$ cat src/rtl/sync_fifo_param.sv
// Parametrised single-clock FIFO with occupancy count, almost-full/empty thresholds,
// sticky overflow/underflow flags and a synchronous clear.
module sync_fifo_param #(
    parameter int WIDTH     = 16,
    parameter int DEPTH     = 8,
    parameter int AF_THRESH = DEPTH - 1,
    parameter int AE_THRESH = 1
) (
    input  logic                       clk,
    input  logic                       reset,
    input  logic                       clr,
    input  logic                       wr_en,
    input  logic [WIDTH-1:0]           din,
    input  logic                       rd_enb,
    output logic [WIDTH-1:0]           dout,
    output logic                       fullreg,
    output logic                       emptyreg,
    output logic                       almost_full,
    output logic                       almost_empty,
    output logic [$clog2(DEPTH):0]     count,
    output logic                       overflow,
    output logic                       underflow
);
    localparam int AW = $clog2(DEPTH);
    localparam int CW = AW + 1;

    logic [WIDTH-1:0] r_mem [DEPTH];
    logic [AW-1:0]    r_wptr;
    logic [AW-1:0]    r_rptr;
    logic [CW-1:0]    r_count;
    logic [WIDTH-1:0] r_dout;
    logic             r_full;
    logic             r_empty;
    logic             r_afull;
    logic             r_aempty;
    logic             r_overflow;
    logic             r_underflow;

    logic             w_wacc;
    logic             w_racc;
    logic [CW-1:0]    w_count_next;

    // Acceptance uses the flags registered before this edge.
    assign w_wacc = wr_en  & ~r_full;
    assign w_racc = rd_enb & ~r_empty;

    always_comb begin
        w_count_next = r_count;
        if (clr) begin
            w_count_next = '0;
        end else if (w_wacc && !w_racc) begin
            w_count_next = r_count + CW'(1);
        end else if (!w_wacc && w_racc) begin
            w_count_next = r_count - CW'(1);
        end
    end

    // Storage has no reset so it can map onto block RAM.
    always_ff @(posedge clk) begin
        if (w_wacc && !clr) begin
            r_mem[r_wptr] <= din;
        end
    end

    always_ff @(posedge clk or posedge reset) begin
        if (reset) begin
            r_wptr      <= '0;
            r_rptr      <= '0;
            r_count     <= '0;
            r_dout      <= '0;
            r_full      <= 1'b0;
            r_empty     <= 1'b1;
            r_afull     <= (AF_THRESH == 0);
            r_aempty    <= 1'b1;
            r_overflow  <= 1'b0;
            r_underflow <= 1'b0;
        end else begin
            r_count  <= w_count_next;
            // Flags come from the next count so they always agree with count.
            r_full   <= (w_count_next == CW'(DEPTH));
            r_empty  <= (w_count_next == '0);
            r_afull  <= (w_count_next >= CW'(AF_THRESH));
            r_aempty <= (w_count_next <= CW'(AE_THRESH));
            if (clr) begin
                r_wptr      <= '0;
                r_rptr      <= '0;
                r_dout      <= '0;
                r_overflow  <= 1'b0;
                r_underflow <= 1'b0;
            end else begin
                if (w_wacc) begin
                    r_wptr <= r_wptr + AW'(1);
                end
                if (w_racc) begin
                    r_rptr <= r_rptr + AW'(1);
                    r_dout <= r_mem[r_rptr];
                end
                if (wr_en && r_full) begin
                    r_overflow <= 1'b1;
                end
                if (rd_enb && r_empty) begin
                    r_underflow <= 1'b1;
                end
            end
        end
    end

    assign dout         = r_dout;
    assign count        = r_count;
    assign fullreg      = r_full;
    assign emptyreg     = r_empty;
    assign almost_full  = r_afull;
    assign almost_empty = r_aempty;
    assign overflow     = r_overflow;
    assign underflow    = r_underflow;

endmodule

$ cat config.mk
export PLATFORM = sky130hd
export DESIGN_NAME = sync_fifo_param
export DESIGN_NICKNAME = d
export VERILOG_FILES = /design/src/rtl/sync_fifo_param.sv
export SDC_FILE = /design/constraint.sdc
export NUM_CORES = 1
export LEC_CHECK = 0
export BUFFER_PORTS_ARGS = -buffer_cell sky130_fd_sc_hd__buf_2
export CAP_MARGIN = 5
export CORE_UTILIZATION = 59
export DETAILED_ROUTE_END_ITERATION = 8
export PLACE_DENSITY = 0.81
export SLEW_MARGIN = 20
export SYNTH_ARGS = -nofsm -noshare
export SYNTH_HDL_FRONTEND = slang
export SYNTH_SLANG_ARGS = --single-unit
export TNS_END_PERCENT = 5
$ cat constraint.sdc
create_clock -name clk -period 3.4 [get_ports clk]
set_input_delay 0 -clock clk [delete_from_list [all_inputs] [get_ports clk]]
set_output_delay 0 -clock clk [all_outputs]
set_load 0.005 [all_outputs]
==> run summary <==
Pre-CTS setup slack: 1.24 ns
Final Hold Vio Count: 0
H-tree Lvls: 4
Filler cell count: 588
First-pass GRT wire length: 19500 µm
Post-Synthesis Cell Area: 6300 µm²
Syn-to-layout area delta: 19.1%
Worst Setup Slack, final: 1.18 ns
Post-DP HPWL: 7010 µm
Flop2flop setup slack: 1.18 ns
Area of the core: 10300 µm²
GR Util All Layers: 25.0%
Max-slew headroom: 26.4%
Root Driver: clkbuf_8
Clock tree buffer depth: 2
Post-synthesis cell type count: 34
Seq/Total Area, Yosys: 73.7%
Clock latency on the worst-skew pair: 0.53 ns
Drt wl/cell: 22.0 µm
Pin count of the biggest net entering global routing: 32
Setup crit start: fullreg$_DFF_PP0_
# rows: 37
Routed WL: 12400 µm
Status: completed
Clock Skew: 0.00927 ns
Final Cell Area: 7510 µm²
Final Wtd Congestion: 0.807
Power Total: 5.10 mW
Leak: 2.67 nW
Commonest non-fill, non-tap cells in the layout: edfxtp_1, buf_2, nor2_1
End point of the critical path: r_mem[7][6]$_DFFE_PP_
Die area: 11100 µm²
CP arrival: 2.45 ns
RSZ-0062 raised after global routing: no
Worst endpoint required time: 3.63 ns
Max-slew violation count: 0
Reg2reg path depth: 5
Clock Sinks: 160
DR iter-0 viols: 298
Worst Setup Start Kind: flop
Port Buf Inserts: 46
R2R Path End: r_mem[7][6]$_DFFE_PP_
Period minus WS final: 2.22 ns
CP endpoint kind: flop
Final setup fails: 0
Setup_tns: 0 ns
CTS tree: built
Commonest non-fill, non-tap cell in the layout: edfxtp_1
Max Clk Rate: 450 MHz
Vias: 3389
Synth Instances: 332
Total congestion overflow: 0
# DRC: 0
CTS buffer count: 17
Clock transition at path regs: 0.07 ns
Worst-Margin Slew: 1.10 ns
Die X: 105 µm
Die H: 105 µm
RR Startpoint: fullreg$_DFF_PP0_
Antenna viol nets, final: 0
Syn_nets: 357
Layout cell share with drive strength beyond 1: 30.8%
Max-Cap Viols: 0
Antenna cells: 0
Post-cts gate resize count: 0
Effective utilization at floorplan: 61.1%
Final period utilization: 65.4%
Layout Nets: 437
YS warnings: 0
Crit path max fanout: 11
Worst hold path class: in2async
IO Count: 47
Vias in the first global route: 3496
DRT Pass-1 Iters: 5
Mapped Avg Cell Area: 19.0 µm²
Core Util, Final: 72.7%
Initial antenna violation count: 0
Crit Path Category: reg2reg
Cell Area, Placed: 6700 µm²
P per Cell Area: 680 nW/µm²
Max VDD drop: 0.000455 V
Routed vias/inst: 6.04
Yosys reg bits: 160
[critical path, cell delays in order, from the launching register on]
cell      delay (ns)
dfrtp_1         0.40
nand2b_1        0.24
nor2_1          0.22
nand2_1         0.17
nor2_1          0.55
buf_4           0.33
[power by group]
part	internal (mW)	switching, mW	total [mW]	leakage [nW]
sequential	2.25	0.102	2.35	1.58
clock	1.19	0.727	1.92	0.284
combinational	0.415	0.418	0.833	0.802
total	3.86	1.25	5.10	2.67
[final cells by class]
type                            instances  area [µm²]  area share (%)
Multi-Input combinational cell        149        1540            20.5
Clock buffer                           21         429            5.72
Timing Repair Buffer                   80         538            7.17
Sequential cell                       160        4650            61.9
Inverter                                4        15.0           0.200
Tap cell                              136         170            2.27
Clock inverter                         11         166            2.22
[state kept, by name, indices dropped and copies added, names as in the netlist]
| signal | count |
|---|---|
| overflow | 1 |
| r_rptr | 3 |
| count | 4 |
| dout | 16 |
| r_wptr | 3 |
| underflow | 1 |
| emptyreg | 1 |
| r_mem | 128 |
| fullreg | 1 |
| almost_empty | 1 |
| almost_full | 1 |
[Yosys cell counts]
cell type / count / area [µm²]
or3_1: 2 / 12.5
nand3b_1: 1 / 7.51
edfxtp_1: 128 / 3840
nor3_1: 6 / 30.0
nor4_2: 1 / 12.5
xor2_1: 2 / 17.5
nor2b_1: 1 / 6.26
dfrtp_1: 30 / 751
nand3_1: 1 / 5.00
xnor2_1: 4 / 35.0
ha_1: 4 / 50.1
o21ai_0: 1 / 5.00
nor3_2: 1 / 10.0
clkbuf_1: 6 / 22.5
and3_1: 1 / 6.26
a21oi_1: 4 / 20.0
mux4_2: 32 / 721
a211oi_1: 17 / 128
or4_1: 1 / 7.51
nor3b_2: 2 / 25.0
nor2b_4: 1 / 13.8
a31o_1: 1 / 8.76
nand2_1: 8 / 30.0
mux2i_1: 17 / 170
buf_2: 9 / 45.0
buf_6: 4 / 45.0
and4_1: 1 / 8.76
dfstp_2: 2 / 52.6
inv_1: 4 / 15.0
a22o_4: 1 / 17.5
mux2_4: 1 / 15.0
o21bai_4: 1 / 18.8
nor2_1: 33 / 124
nand2b_1: 4 / 25.0
[stage by stage]
stage | std cells | hold slack [ns]
floorplan | 332 | 0.0872
global placement | 508 | 0.178
detailed placement | 508 | 0.186
CTS | 561 | 0.167
global route | 561 | 0.207
finish | 561 | 0.165
[worst min-delay path by stage]
| stage | start | endpoint |
|---|---|---|
| 2_1_floorplan | clr | count[3]$_DFF_PP0_ |
| 3_3_place_gp | reset | almost_full$_DFF_PP0_ |
| 3_5_place_dp | reset | overflow$_DFFE_PP0P_ |
| 4_1_cts | reset | dout[12]$_DFFE_PP0P_ |
| 5_1_grt | reset | almost_full$_DFF_PP0_ |
| 6_report | reset | dout[15]$_DFFE_PP0P_ |
[kinds of logic after synthesis]
| kind of cell | after synthesis | synth area share, % |
|---|---|---|
| xor+xnor | 6 | 0.833 |
| simple gates | 64 | 5.14 |
| flops | 160 | 73.7 |
| fa+ha+maj | 4 | 0.794 |
| buf+inv | 23 | 2.02 |
| mux | 50 | 14.4 |
| compound gates | 25 | 3.14 |
[what timing repair did]
action | 4_1_cts | 5_1_grt
buffers inserted | 0 | 0
hold buffers | 21 | 0
hold endpoints to repair | 149 | 0
[metal layers]
layer / up-vias / GRT usage (%) / routed length (µm)
li1: 1468 / - / -
met1: 1739 / 33.3 / 4960
met2: 159 / 39.7 / 6290
met3: 23 / 7.73 / 930
met4: 0 / 8.45 / 186
met5: - / 0 / 0
Power figures use the tool's default switching activity.
